===== src/rtl/star_motion_ctrl.sv =====
`default_nettype none
// ============================================================================
//  Module      : star_motion_ctrl
//  Description : Star sprite motion sequencer. Detects the start of vertical
//                blanking from the sync counters, divides frames down to a
//                position-update rate, steps the star's top-left corner with
//                edge bounce, and blinks the sprite for a number of frames
//                after each bounce. Position outputs only change a few clocks
//                after blanking starts, so a visible frame never sees a torn
//                position.
//  Revision    : 1.0 - initial release
// ----------------------------------------------------------------------------
//  Ports
//    clk          in   1   pixel-domain clock
//    reset        in   1   synchronous, active-high
//    HCount       in  10   horizontal pixel counter
//    VCount       in  10   vertical line counter
//    enable       in   1   1 = motion runs, 0 = freeze position and divider
//    star_x_l     out 10   committed left edge of the star
//    star_y_t     out 10   committed top edge of the star
//    star_visible out  1   blink gate for star_on
//    frame_tick   out  1   one-cycle pulse per frame (start of blanking)
//    bounce       out  2   one-cycle pulse at commit; [0]=x edge, [1]=y edge
//    busy         out  1   high while the update sequence is running
// ============================================================================
module star_motion_ctrl #(
  parameter int H_ACTIVE     = 640,
  parameter int V_ACTIVE     = 480,
  parameter int STAR_W       = 200,
  parameter int STAR_H       = 150,
  parameter int X_INIT       = 430,
  parameter int Y_INIT       = 325,
  parameter int STEP_X       = 2,
  parameter int STEP_Y       = 1,
  parameter int FRAME_DIV    = 1,
  parameter int BLINK_FRAMES = 8
) (
  input  logic       clk,
  input  logic       reset,
  input  logic [9:0] HCount,
  input  logic [9:0] VCount,
  input  logic       enable,
  output logic [9:0] star_x_l,
  output logic [9:0] star_y_t,
  output logic       star_visible,
  output logic       frame_tick,
  output logic [1:0] bounce,
  output logic       busy
);

  // Limits and steps are held in 11 bits so x+STEP never wraps.
  localparam logic [10:0] c_XMAX      = 11'(H_ACTIVE - STAR_W);
  localparam logic [10:0] c_YMAX      = 11'(V_ACTIVE - STAR_H);
  localparam logic [10:0] c_STEP_X    = 11'(STEP_X);
  localparam logic [10:0] c_STEP_Y    = 11'(STEP_Y);
  localparam logic [9:0]  c_X_INIT    = 10'(X_INIT);
  localparam logic [9:0]  c_Y_INIT    = 10'(Y_INIT);
  localparam logic [9:0]  c_V_BLANK   = 10'(V_ACTIVE);
  localparam logic [7:0]  c_DIV_LAST  = 8'(FRAME_DIV - 1);
  localparam logic [7:0]  c_BLINK     = 8'(BLINK_FRAMES);

  typedef enum logic [1:0] {
    S_IDLE   = 2'd0,
    S_MOVE_X = 2'd1,
    S_MOVE_Y = 2'd2,
    S_COMMIT = 2'd3
  } state_t;

  state_t      r_state;
  state_t      w_state_next;

  logic        r_cond_d;
  logic        r_frame_tick;
  logic [7:0]  r_div;
  logic [7:0]  r_blink;
  logic [9:0]  r_x;
  logic [9:0]  r_y;
  logic [9:0]  r_nx;
  logic [9:0]  r_ny;
  logic        r_dir_x_neg;
  logic        r_dir_y_neg;
  logic        r_bx;
  logic        r_by;
  logic [1:0]  r_bounce;

  logic        w_cond;
  logic        w_launch;
  logic [10:0] w_x_ext;
  logic [10:0] w_y_ext;
  logic [9:0]  w_nx;
  logic [9:0]  w_ny;
  logic        w_bx;
  logic        w_by;

  // --------------------------------------------------------------------------
  // Frame detect: the sync counters may dwell on (0, V_ACTIVE) for several
  // clocks, so only the rising edge of the condition produces a tick.
  // --------------------------------------------------------------------------
  assign w_cond = (VCount == c_V_BLANK) && (HCount == 10'd0);

  // Ticks arriving mid-sequence are dropped for launch purposes and do not
  // advance the divider; they still age the blink counter below.
  assign w_launch = r_frame_tick && enable && (r_state == S_IDLE)
                    && (r_div == c_DIV_LAST);

  // --------------------------------------------------------------------------
  // Next-position arithmetic with edge clamp. Hitting the edge exactly counts
  // as a bounce, so the star never sits on an edge heading outward.
  // --------------------------------------------------------------------------
  always_comb begin
    w_x_ext = {1'b0, r_x};
    w_y_ext = {1'b0, r_y};
    w_nx    = r_x;
    w_ny    = r_y;
    w_bx    = 1'b0;
    w_by    = 1'b0;

    if (!r_dir_x_neg) begin
      if ((w_x_ext + c_STEP_X) >= c_XMAX) begin
        w_nx = c_XMAX[9:0];
        w_bx = 1'b1;
      end else begin
        w_nx = 10'(w_x_ext + c_STEP_X);
      end
    end else begin
      if (w_x_ext <= c_STEP_X) begin
        w_nx = 10'd0;
        w_bx = 1'b1;
      end else begin
        w_nx = 10'(w_x_ext - c_STEP_X);
      end
    end

    if (!r_dir_y_neg) begin
      if ((w_y_ext + c_STEP_Y) >= c_YMAX) begin
        w_ny = c_YMAX[9:0];
        w_by = 1'b1;
      end else begin
        w_ny = 10'(w_y_ext + c_STEP_Y);
      end
    end else begin
      if (w_y_ext <= c_STEP_Y) begin
        w_ny = 10'd0;
        w_by = 1'b1;
      end else begin
        w_ny = 10'(w_y_ext - c_STEP_Y);
      end
    end
  end

  // --------------------------------------------------------------------------
  // Sequencer
  // --------------------------------------------------------------------------
  always_ff @(posedge clk) begin
    if (reset) begin
      r_state <= S_IDLE;
    end else begin
      r_state <= w_state_next;
    end
  end

  always_comb begin
    w_state_next = r_state;
    case (r_state)
      S_IDLE:   if (w_launch) w_state_next = S_MOVE_X;
      S_MOVE_X: w_state_next = S_MOVE_Y;
      S_MOVE_Y: w_state_next = S_COMMIT;
      S_COMMIT: w_state_next = S_IDLE;
      default:  w_state_next = S_IDLE;
    endcase
  end

  // --------------------------------------------------------------------------
  // Datapath registers
  // --------------------------------------------------------------------------
  always_ff @(posedge clk) begin
    if (reset) begin
      r_cond_d     <= 1'b0;
      r_frame_tick <= 1'b0;
      r_div        <= 8'd0;
      r_blink      <= 8'd0;
      r_x          <= c_X_INIT;
      r_y          <= c_Y_INIT;
      r_nx         <= c_X_INIT;
      r_ny         <= c_Y_INIT;
      r_dir_x_neg  <= 1'b0;
      r_dir_y_neg  <= 1'b0;
      r_bx         <= 1'b0;
      r_by         <= 1'b0;
      r_bounce     <= 2'b00;
    end else begin
      r_cond_d     <= w_cond;
      r_frame_tick <= w_cond && !r_cond_d;
      r_bounce     <= 2'b00;

      if (r_frame_tick && enable && (r_state == S_IDLE)) begin
        if (r_div == c_DIV_LAST) begin
          r_div <= 8'd0;
        end else begin
          r_div <= r_div + 8'd1;
        end
      end

      case (r_state)
        S_MOVE_X: begin
          r_nx <= w_nx;
          r_bx <= w_bx;
          if (w_bx) r_dir_x_neg <= ~r_dir_x_neg;
        end
        S_MOVE_Y: begin
          r_ny <= w_ny;
          r_by <= w_by;
          if (w_by) r_dir_y_neg <= ~r_dir_y_neg;
        end
        S_COMMIT: begin
          r_x      <= r_nx;
          r_y      <= r_ny;
          r_bounce <= {r_by, r_bx};
        end
        default: ;
      endcase

      // A bounce reload takes priority over a same-cycle frame decrement.
      if ((r_state == S_COMMIT) && (r_bx || r_by)) begin
        r_blink <= c_BLINK;
      end else if (r_frame_tick && (r_blink != 8'd0)) begin
        r_blink <= r_blink - 8'd1;
      end
    end
  end

  // --------------------------------------------------------------------------
  // Outputs. Odd blink counts hide the star, giving an on/off flash that
  // always ends in the visible state.
  // --------------------------------------------------------------------------
  assign star_x_l     = r_x;
  assign star_y_t     = r_y;
  assign star_visible = (r_blink == 8'd0) || !r_blink[0];
  assign frame_tick   = r_frame_tick;
  assign bounce       = r_bounce;
  assign busy         = (r_state != S_IDLE);

endmodule
`default_nettype wire


===== config.mk =====
export PLATFORM = sky130hd
export DESIGN_NAME = star_motion_ctrl
export DESIGN_NICKNAME = d
export VERILOG_FILES = /design/src/rtl/star_motion_ctrl.sv
export SDC_FILE = /design/constraint.sdc
export NUM_CORES = 1
export LEC_CHECK = 0
export CAP_MARGIN = 40
export CORE_ASPECT_RATIO = 1.75
export CORE_MARGIN = 2
export CORE_UTILIZATION = 50
export CTS_CLUSTER_SIZE = 28
export DETAILED_ROUTE_END_ITERATION = 16
export GPL_TIMING_DRIVEN = 0
export PLACE_DENSITY = 0.76
export SYNTH_ARGS = -nofsm -noshare
export SYNTH_HDL_FRONTEND = slang
export SYNTH_SLANG_ARGS = --single-unit

===== constraint.sdc =====
create_clock -name clk -period 2.1 [get_ports clk]
set_input_delay 0.315 -clock clk [delete_from_list [all_inputs] [get_ports clk]]
set_output_delay 0.315 -clock clk [all_outputs]
set_load 0.02 [all_outputs]

# ---- After elaboration in Yosys (flattened, before gate mapping)
# Index checks and enable logic that the tools add are counted.
dict set report word_totals {
  register_bits 66
  in_bits 23
  output_inout_bits 25
  word_cells 72
}
dict set report classes {
  add_sub_neg 6
  magnitude_cmp 4
  eq_ne 5
  muxes 17
  n_bitwise 3
  n_reduce_logical 22
}
# op n
set op_table {}
lappend op_table {{10-bit two-way mux} 6}
lappend op_table {{11-bit by 9-bit >= comparator with 1-bit output, second input constant} 2}
lappend op_table {{8-bit zero test} 2}
lappend op_table {{10-bit by 1-bit adder with 11-bit output, second input constant} 1}
lappend op_table {{10-bit by 2-bit adder with 11-bit output, second input constant} 1}
lappend op_table {{10-bit by 9-bit == test with 1-bit output, second input constant} 1}
lappend op_table {{10-bit by 1-bit less-or-equal comparator with 1-bit output, second input constant} 1}
lappend op_table {{10-bit by 2-bit less-or-equal comparator with 1-bit output, second input constant} 1}
lappend op_table {{10-bit zero test} 1}
lappend op_table {{10-bit by 1-bit subtractor with 10-bit output, second input constant} 1}
lappend op_table {{10-bit by 2-bit subtractor with 10-bit output, second input constant} 1}
lappend op_table {{8-bit by 1-bit adder with 8-bit output, second input constant} 1}
lappend op_table {{4-bit two-way mux} 2}
lappend op_table {{8-bit two-way mux} 1}
lappend op_table {{2-bit case mux with 4 select lines} 1}
lappend op_table {{8-bit nonzero test} 1}
lappend op_table {{8-bit by 1-bit subtractor with 8-bit output, second input constant} 1}
lappend op_table {{1-bit logical AND} 7}
lappend op_table {{1-bit two-way mux} 6}
lappend op_table {{2-bit == test, second input constant} 2}
lappend op_table {{2-bit AND reduction} 2}
lappend op_table {{2-bit nonzero test} 2}
lappend op_table {{2-bit OR reduction} 2}
lappend op_table {{1-bit NOT} 3}
lappend op_table {{6 further kinds} 8}

# ---- Depth between registers and ports, before layout
# Gate-level depths: netlist (run 1).
dict set report logic_depth {
  word_depth 5
  mapped_depth 8
  ltp_nobuf 8
}

# ---- Worst setup path after synthesis (run 1)
# OpenSTA, ideal clock, no wires.
dict set report synth_path {
  kind {register to register}
  from {reg r_y[3], in the netlist star_y_t[3]}
  to {reg r_ny[4]}
  arrival_time_ps 2118
  path_slack_ps -77
  path_stages_with_launch 8
  path_buffers 1
  synth_period_minus_slack_ps 2177
  path_cell_list {dfxtp_1 -> buf_2 -> nand4_1 -> nor4_1 -> mux2i_1 -> o211ai_2 -> o221ai_1 -> o211a_1}
}
dict set report synth_between {
  elab_chain_len 4
  word_cells_on_any_way 7
  classes_between {add/sub (2); order compare (2); mux (3)}
}
# element line
set synth_lines {}
lappend synth_lines {{start, declared} 77} ;# logic [9:0] r_y;
lappend synth_lines {{start signal, assigned} 183} ;# r_y <= c_Y_INIT;
lappend synth_lines {{start signal, assigned} 217} ;# r_y <= r_ny;
lappend synth_lines {{10-bit by 1-bit adder with 11-bit output} 139} ;# w_ny = 10'(w_y_ext + c_STEP_Y);
lappend synth_lines {{11-bit by 9-bit >= comparator with 1-bit output} 135} ;# if ((w_y_ext + c_STEP_Y) >= c_YMAX) begin
lappend synth_lines {{10-bit two-way mux} 135}
lappend synth_lines {{10-bit two-way mux (*)} 134} ;# if (!r_dir_y_neg) begin
lappend synth_lines {{end signal, assigned} 185} ;# r_ny <= c_Y_INIT;
lappend synth_lines {{end signal, assigned} 211} ;# r_ny <= w_ny;
lappend synth_lines {{end, declared} 79} ;# logic [9:0] r_ny;
# Mark *: on every way between the ends. The rest lies on a longest branch, timed or not.
# A chain may end at the register's enable or synchronous reset.

# ---- Worst setup path in the final report (run 1)
dict set report layout_path {
  from {reg r_y[1], in the netlist star_y_t[1]}
  to {reg r_ny[5]}
}
# Same word-level chain as after synthesis.

==> results of run 1 <==
metal layers:
metal,global-route usage (%),up-vias,part of all wire (%)
li1,-,1712,-
met1,27.8,1688,38
met2,45.3,69,56
met3,4.21,28,2.5
met4,12.3,0,3.2
met5,0,-,0
power breakdown:
group / switching [uW] / internal [uW] / leakage (uW)
clock: 559 / 939 / 0.000140
combinational: 30.9 / 39.9 / 0.00108
sequential: 0.00239 / 1250 / 0.000532
total: 590 / 2230 / 0.00175
registers in the layout, indices dropped and copies added, names as in the netlist:
register     flops
star_x_l        10
frame_tick       1
star_y_t        10
r_dir_y_neg      1
r_ny            10
r_nx            10
r_div            8
r_by             1
bounce           2
r_bx             1
r_blink          8
r_cond_d         1
r_state          2
r_dir_x_neg      1
Yosys cell counts, types with 3 or more instances:
| master | number |
|---|---|
| nand2_1 | 37 |
| nor4_1 | 9 |
| nor2_1 | 45 |
| nor3b_1 | 3 |
| inv_1 | 17 |
| nor2b_1 | 5 |
| nand2b_1 | 4 |
| nor3_1 | 12 |
| and3_1 | 8 |
| o22ai_1 | 4 |
| nand4b_1 | 3 |
| and4_1 | 3 |
| o21ai_0 | 19 |
| o221ai_1 | 3 |
| xor2_1 | 19 |
| xnor2_1 | 22 |
| a21oi_1 | 17 |
| nand4_1 | 9 |
| and2_1 | 3 |
| clkbuf_1 | 19 |
| dfxtp_1 | 66 |
| nand3_1 | 20 |
| o211a_1 | 4 |
| mux2i_1 | 18 |
| o211ai_1 | 8 |
| ha_1 | 14 |
| buf_2 | 7 |
worst max-delay path: stages, from the launching register on:
cell and delay, ns:
dfxtp_2 0.41, inv_1 0.08, ha_1 0.30, or3_1 0.43, a32oi_4 0.28, o211ai_4 0.19, o221ai_2 0.21, o211a_1 0.16
worst paths after layout:
| check | from | endpoint | slack, ns | cells past startpoint |
|---|---|---|---|---|
| min | r_cond_d | frame_tick | 0.38 | 1 |
| max reg2reg | star_y_t[1] | r_ny[5] | -0.008 | 7 |
| min reg2reg | r_cond_d | frame_tick | 0.38 | 1 |
| max | star_y_t[1] | r_ny[5] | -0.008 | 7 |
final cells by class:
type	instances	area [sq um]
timing repair buffer	60	567
buffer	26	133
clock buffer	10	239
sequential	66	1340
multi-input combinational	329	2340
inverter	18	67.6
clock inverter	5	55.1
tap	86	108
fill	617	2330
cell families (layout without fill, tap and decap cells):
kind of cell    after synthesis  in the layout  synth area share [%]
flops                        66             66                  35.7
simple gates                173            173                  23.8
xor+xnor                     41             41                  9.72
mux                          18             18                  4.87
fa+ha+maj                    14             14                  4.74
buf+inv                      48            119                  5.42
compound gates               83             83                  15.7
per-stage QoR:
stage	power [uW]	setup WS [ns]	cell area (sq um)	hold WS [ns]
3_3_place_gp	1350	-0.352	4290	0.374
3_5_place_dp	1350	-0.308	4290	0.378
2_1_floorplan	1300	0.00699	3710	0.367
5_1_grt	2900	-0.0673	4850	0.400
6_report	2820	-0.00818	4850	0.380
4_1_cts	2830	-0.00377	4660	0.385
what timing repair did:
action                                  CTS  global route
pin swaps                                 5             7
gates resized for setup                  17            28
setup buffers                             3             9
endpoints found under the setup margin   27            29
gates cloned                              0             1
==> results.yml, run 1 <==
sta:
  layout_setup_ws_ns: -0.00818
  tns_ns: -0.00818
  hold_viol_final: 0
  fmaxAchievable_ghz: 0.474
  period_share_pct: 100
  finClkSkew_ns: 0.00904
  tightestPinTransition_ns: 0.612
  period_needed_ns: 2.11
  relSlewSlack_pct: 59.2
  grt_setup_unrepaired: "true"
  finalSetupViolations: 1
  drv_slew: 0
place:
  hpwlAfterDp_um: 6780
  port_buffers: 47
  place_inst: 576
  place.gp.congestion: 0.927
clock_tree:
  htree_levels: 3
  cts_buffers: 9
  cts_tree: "yes"
  postCtsHoldBufs: 0
  root_buffer: "clkbuf_16"
  cts.sinks: 66
  clock_latency_ns: 0.33
  max-clock-path-buffers: 2
  path_clk_slew_ns: 0.05
power:
  power_density_nw_per_um2: 581
  peakVddDrop_mv: 0.331
  p_leak_uw: 0.00175
logic_synthesis:
  synth_edf_count: 0
  yosys_warnings: 0
  synth_top_cell_by_area: "dfxtp_1"
  synth_cell_types: 59
  ys_ff_latch: 66
  yosys_most_used_dff: "dfxtp_1"
  yosys.area.top_type_share_pct: 35.7
  synth_nets: 480
  syn_area_sq_um: 3700
  postSynthAreaPerCell_sq_um: 8.34
  synthCells: 443
  synthTopCellsByArea: "dfxtp_1 36%, xnor2_1 5.2%, mux2i_1 4.9%, ha_1 4.7%, nor2_1 4.6%"
  yosysSeqAreaShare_pct: 35.7
  async_flop_share_pct: 0
floorplan:
  core_area_sq_um: 7180
  die_area_sq_um: 8120
  chipWidth_um: 69.0
  die_h_um: 118
  num_rows: 41
  io_pins: 48
  start_util_pct: 51.5
global_route:
  grt_pass1_wl_um: 15800
  grt_antenna_before_repair: 0
  grt_max_degree: 13
  track_usage_pct: 25.5
  grt-ovfl-total: 0
  grt_pass1_vias: 3367
detailed_routing:
  ant_nets: 0
  drc: 0
  first_iter_violations: 280
  detail_route.wirelength_um: 10100
  vias: 3497
  vias_per_cell: 5.83
  wl_per_cell_um: 16.8
  firstDrtPassIters: 4
final_layout:
  areaGrowthSynthToFinish_pct: 31.2
  final_nets: 547
  diodes: 0
  final_core_util_pct: 67.5
  layout_commonest_cell: "dfxtp_1"
  final_cell_mix: "58 x dfxtp_1, 45 x nor2_1, 45 x clkdlybuf4s50_1"
  drive_above_1_share_pct: 14.0
  final_cells: 600
flow_run:
  cap_violations: 0
outcome:
  violations: "negative setup slack"
  status: "finished, violations left"
worst_setup_path:
  worst_setup_path_start_kind: "flip-flop"
  cp.required_ns: 2.38
  critical_path_class: "reg -> reg"
  critical_path.endpoint_type: "flip-flop"
  cp.arrival_ns: 2.38
  cp_max_fo: 8
hold_path:
  hold_class: "reg -> reg"
Power figures use the tool's default switching activity.
==> run 2, diff against run 1 <==
- ABC_AREA: unset -> 1
==> run 2 against run 1 <==
Wire length decreased by 6.0%; utilization decreased by 3.4 points; largest cell class unchanged; the flow now finishes without violations; sequential power increased by 35%; hold slack improved by 0.015 ns; clock skew decreased by 0.0042 ns.
==> results.yml, run 2 <==
hold_path:
  hp-start: "r_cond_d"
  hold_class: "reg -> reg"
floorplan:
  num_rows: 41
  die_area_sq_um: 8030
  core_area_sq_um: 7130
  io_pins: 48
  chipWidth_um: 68.6
  die_h_um: 117
  start_util_pct: 51.2
clock_tree:
  cts_buffers: 9
  clock_latency_ns: 0.33
  path_clk_slew_ns: 0.05
  cts.sinks: 66
  cts_tree: "yes"
  htree_levels: 3
  max-clock-path-buffers: 2
  postCtsHoldBufs: 0
  root_buffer: "clkbuf_16"
final_layout:
  final_cell_mix: "100 x nand2_1, 66 x inv_1, 65 x dfxtp_1"
  final_core_util_pct: 64.2
  layout_commonest_cell: "nand2_1"
  final_nets: 611
  areaGrowthSynthToFinish_pct: 25.4
  drive_above_1_share_pct: 9.33
  diodes: 0
  final_cell_area_sq_um: 4580
outcome:
  status: "finished, final reports clean"
detailed_routing:
  wl_per_cell_um: 14.3
  detail_route.wirelength_um: 9490
  drc: 0
  first_iter_violations: 162
  ant_nets: 0
  vias_per_cell: 5.46
  vias: 3629
  firstDrtPassIters: 5
logic_synthesis:
  postSynthAreaPerCell_sq_um: 7.09
  yosys_most_used_dff: "dfxtp_1"
  synth_edf_count: 0
  syn_area_sq_um: 3650
  yosysSeqAreaShare_pct: 36.2
  synthTopCellsByCount: "100 x nand2_1, 66 x dfxtp_1, 66 x inv_1, 53 x a21oi_1, 40 x o21ai_0"
  yosys_warnings: 0
  yosys.area.top_type_share_pct: 36.2
  synth_cell_types: 38
  synthCells: 515
  synth_top_cell_by_area: "dfxtp_1"
  synthTopCellsByArea: "dfxtp_1 36%, nand2_1 10%, a21oi_1 7.3%, inv_1 6.8%, o21ai_0 5.5%"
  synth_nets: 552
  async_flop_share_pct: 0
  ys_ff_latch: 66
  synth.most_common_cell: "nand2_1"
global_route:
  grt_pass1_vias: 3461
  track_usage_pct: 25.1
  grt-ovfl-total: 0
  grt_pass1_wl_um: 15200
  grt_max_degree: 12
  grt_antenna_before_repair: 0
sta:
  grt_setup_unrepaired: "false"
  drv_slew: 0
  relSlewSlack_pct: 60.2
  hold_viol_final: 0
  tightestPinTransition_ns: 0.598
  period_share_pct: 95.3
  period_needed_ns: 2.00
  finalSetupViolations: 0
  finClkSkew_ns: 0.00483
  fmaxAchievable_ghz: 0.500
place:
  hpwlAfterDp_um: 7090
  place_area_sq_um: 4230
  place.gp.congestion: 0.928
  port_buffers: 47
power:
  p_leak_uw: 0.00197
  p_total_uw: 5100
  power_density_nw_per_um2: 1120
  peakVddDrop_mv: 0.668
worst_setup_path:
  cp_max_fo: 4
  worst_setup_path_start_kind: "flip-flop"
  critical_path_class: "reg -> out"
  cp.required_ns: 1.78
  startpoint: "r_state[0]"
  critical_path.endpoint_type: "primary output"
  reg2reg_from: "r_blink[0]"
  cp.arrival_ns: 1.69
flow_run:
  cap_violations: 0
-- run 2: critical path: stages, from the launching register on --
cell             delay [ns]
dfxtp_1                0.36
inv_1                  0.10
ha_1                   0.24
inv_1                  0.06
clkdlybuf4s50_1        0.60
-- run 2: cell families after synthesis --
kind of cell               after synthesis  synth area share [%]
and+or+nand+nor                        213                  28.1
adders and majority gates               14                  4.80
xor gates and xnor gates                20                  4.80
AOI/OAI and AO/OA                      114                  16.7
DFF                                     66                  36.2
buffers and inverters                   88                  9.36
-- run 2: final timing paths --
check	end	slack, ns	cells past startpoint
worst max register to register	r_blink[7]	0.20	12
worst max-delay path	busy	0.1	4
worst min-delay path	frame_tick	0.40	1
worst min register to register	frame_tick	0.40	1
-- run 2: layer usage --
layer | global-route usage (%) | vias up | wire length (um)
li1 | - | 1813 | -
met1 | 26.0 | 1695 | 3700
met2 | 44.9 | 93 | 5050
met3 | 4.88 | 28 | 341
met4 | 14.9 | 0 | 403
met5 | 0 | - | 0
-- run 2: final cells by class --
cell class	count	area, sq um
Timing Repair Buffer	48	473
Fill cell	631	2550
Clock inverter	6	105
Sequential cell	66	1320
Inverter	73	274
Multi-Input combinational cell	361	2000
Clock buffer	10	229
Buffer	15	67.6
Tap cell	86	108
-- run 2: stage by stage --
stage	std cells	setup TNS [ns]	hold WS [ns]	setup WS [ns]
3_5_place_dp	648	-0.0634	0.395	-0.0584
6_report	665	0	0.395	0.0983
4_1_cts	664	0	0.402	0.00409
3_3_place_gp	648	0	0.382	0.0106
2_1_floorplan	515	0	0.374	0.249
5_1_grt	665	0	0.412	0.0225
-- run 2: what timing repair did --
item | in CTS | in global routing
gates cloned | 0 | 0
resized for setup | 2 | 4
setup buffers | 0 | 1
endpoints found under the setup margin | 1 | 14
pin swaps | 0 | 1
hold endpoints to repair | 0 | 0
-- run 2: where the power goes --
part	switching [uW]	leakage (uW)	total [uW]	internal, uW
clock network	530	0.000166	1680	1150
registers	188	0.000536	1690	1500
logic	1100	0.00127	1740	639
total	1820	0.00197	5100	3290
==> run 3, diff against run 2 <==
- CORE_UTILIZATION: 50 -> 40
- DONT_BUFFER_PORTS: unset -> 1
- PLACE_DENSITY: 0.76 -> unset
==> run 3 against run 2 <==
Register-to-register slack got worse by 0.02 ns; final area is 9.4% lower; wire length shrank 3.2%; utilization fell by 18 points; die area rose by 24%; critical path type is now reg -> reg; count of clock-buffer cells in the layout is 5 higher.
==> results.yml, run 3 (synthesis gave the netlist of run 2 again) <==
sta:
  period_share_pct: 91.5
  finalSetupViolations: 0
  drv_slew: 0
  hold_viol_final: 0
  whs_ns: 0.173
  relSlewSlack_pct: 57.3
  tightestPinTransition_ns: 0.641
  period_needed_ns: 1.92
  tns_ns: 0
  finClkSkew_ns: 0.00849
  fmaxAchievable_ghz: 0.520
  grt_setup_unrepaired: "false"
floorplan:
  core_area_sq_um: 8980
  io_pins: 48
  start_util_pct: 40.6
  die_h_um: 130
  die_area_sq_um: 9930
  chipWidth_um: 76.2
  num_rows: 46
place:
  port_buffers: 0
  place_area_sq_um: 3800
  hpwlAfterDp_um: 7040
  place.gp.congestion: 0.834
power:
  p_comb_share_pct: 30.2
  peakVddDrop_mv: 0.501
  p_leak_uw: 0.00178
  swShare_pct: 36.7
  power_density_nw_per_um2: 1150
  internal-power_uw: 3030
  p_sw_uw: 1750
  clkPwrFrac_pct: 32.7
  seqPwrFrac_pct: 37.2
clock_tree:
  clock_latency_ns: 0.32
  path_clk_slew_ns: 0.06
  cts_buffers: 9
  max-clock-path-buffers: 2
  cts.sinks: 66
  cts_tree: "yes"
  htree_levels: 3
  postCtsHoldBufs: 0
  root_buffer: "clkbuf_16"
worst_setup_path:
  startpoint: "star_x_l[4]"
  cp_max_fo: 6
  r2r_slack_ns: 0.18
  cp_slowest_cell: "dfxtp_1"
  cp.required_ns: 2.35
  worst_setup_path_start_kind: "flip-flop"
  critical_path_class: "reg -> reg"
  reg2reg_from: "star_x_l[4]"
  critical_path.endpoint_type: "flip-flop"
  cp.arrival_ns: 2.17
  path_cells: "inv_2 -> nor3_4 -> nand2_1 -> nand2_1 -> nand2_1 -> nand2_1 -> nand3_2 -> nand3_2 -> nand3_1 -> a21oi_1"
  cp_slowest_stage_delay_ns: 0.60
  cpMostUsedCell: "nand2_1"
final_layout:
  final_cell_area_sq_um: 4150
  layout_commonest_cell: "nand2_1"
  final_nets: 564
  drive_above_1_share_pct: 10.5
  areaGrowthSynthToFinish_pct: 13.6
  final_cell_mix: "100 x nand2_1, 66 x inv_1, 61 x dfxtp_1"
  diodes: 0
detailed_routing:
  vias: 3349
  first_iter_violations: 136
  wl_per_cell_um: 14.1
  ant_nets: 0
  drc: 0
  firstDrtPassIters: 6
  detail_route.wirelength_um: 9190
  vias_per_cell: 5.14
hold_path:
  hp-start: "VCount[0]"
  hold_class: "in -> reg"
global_route:
  grt-ovfl-total: 0
  grt_max_degree: 11
  grt_antenna_before_repair: 0
  grt_pass1_vias: 3343
  grt_pass1_wl_um: 15500
  track_usage_pct: 19.6
outcome:
  status: "finished, final reports clean"
flow_run:
  cap_violations: 0
-- run 3: final cells by class --
class	instances	area, sq um
sequential	66	1330
clock buffer	15	288
inverter	73	274
fill	956	4830
buffer	15	72.6
tap	120	150
clock inverter	1	30.0
timing repair buffer	1	7.51
multi-input combinational	361	1990
-- run 3: routing by layer --
| metal | GRT usage (%) | vias to the layer above | part of all wire, % |
|---|---|---|---|
| li1 | - | 1713 | - |
| met1 | 19.6 | 1564 | 39 |
| met2 | 36.7 | 54 | 55 |
| met3 | 4.98 | 18 | 2.7 |
| met4 | 11.7 | 0 | 3.2 |
| met5 | 0 | - | 0 |
-- run 3: power by group through the flow --
stage	clock network, uW	registers (uW)	logic (uW)
after floorplan	0	1750	1130
after global placement	0	1790	1420
after detailed placement	0	1800	1430
after CTS	1600	1780	1440
after global routing	1660	1820	1660
final	1560	1780	1440
-- run 3: worst max-delay path: cells and delay by family, from the launching register on --
family / cells / cell delay, ns
DFF: 1 / 0.60
buffers and inverters: 1 / 0.12
AOI/OAI and AO/OA: 1 / 0.18
and+or+nand+nor: 8 / 0.94
-- run 3: timing repair --
item / CTS / global route
gates resized for setup: 3 / 7
endpoints found under the setup margin: 13 / 20
buffers inserted: 0 / 1
pin swaps: 0 / 1
-- run 3: per-stage QoR --
step	instances	power [uW]	utilization (%)	setup slack, ns
after floorplan	515	2870	-	0.249
after global placement	635	3210	42.3	-0.0371
after detailed placement	635	3230	42.3	-0.0628
after CTS	651	4820	45.9	0.0521
after global routing	652	5140	46.2	0.00338
final	652	4790	46.2	0.178
-- run 3: path summary, 6_finish.rpt --
path	end	cells after the start
hold reg to reg	frame_tick	1
setup reg to reg	r_dir_x_neg	10
hold / removal	r_cond_d	2
setup / recovery	r_dir_x_neg	10
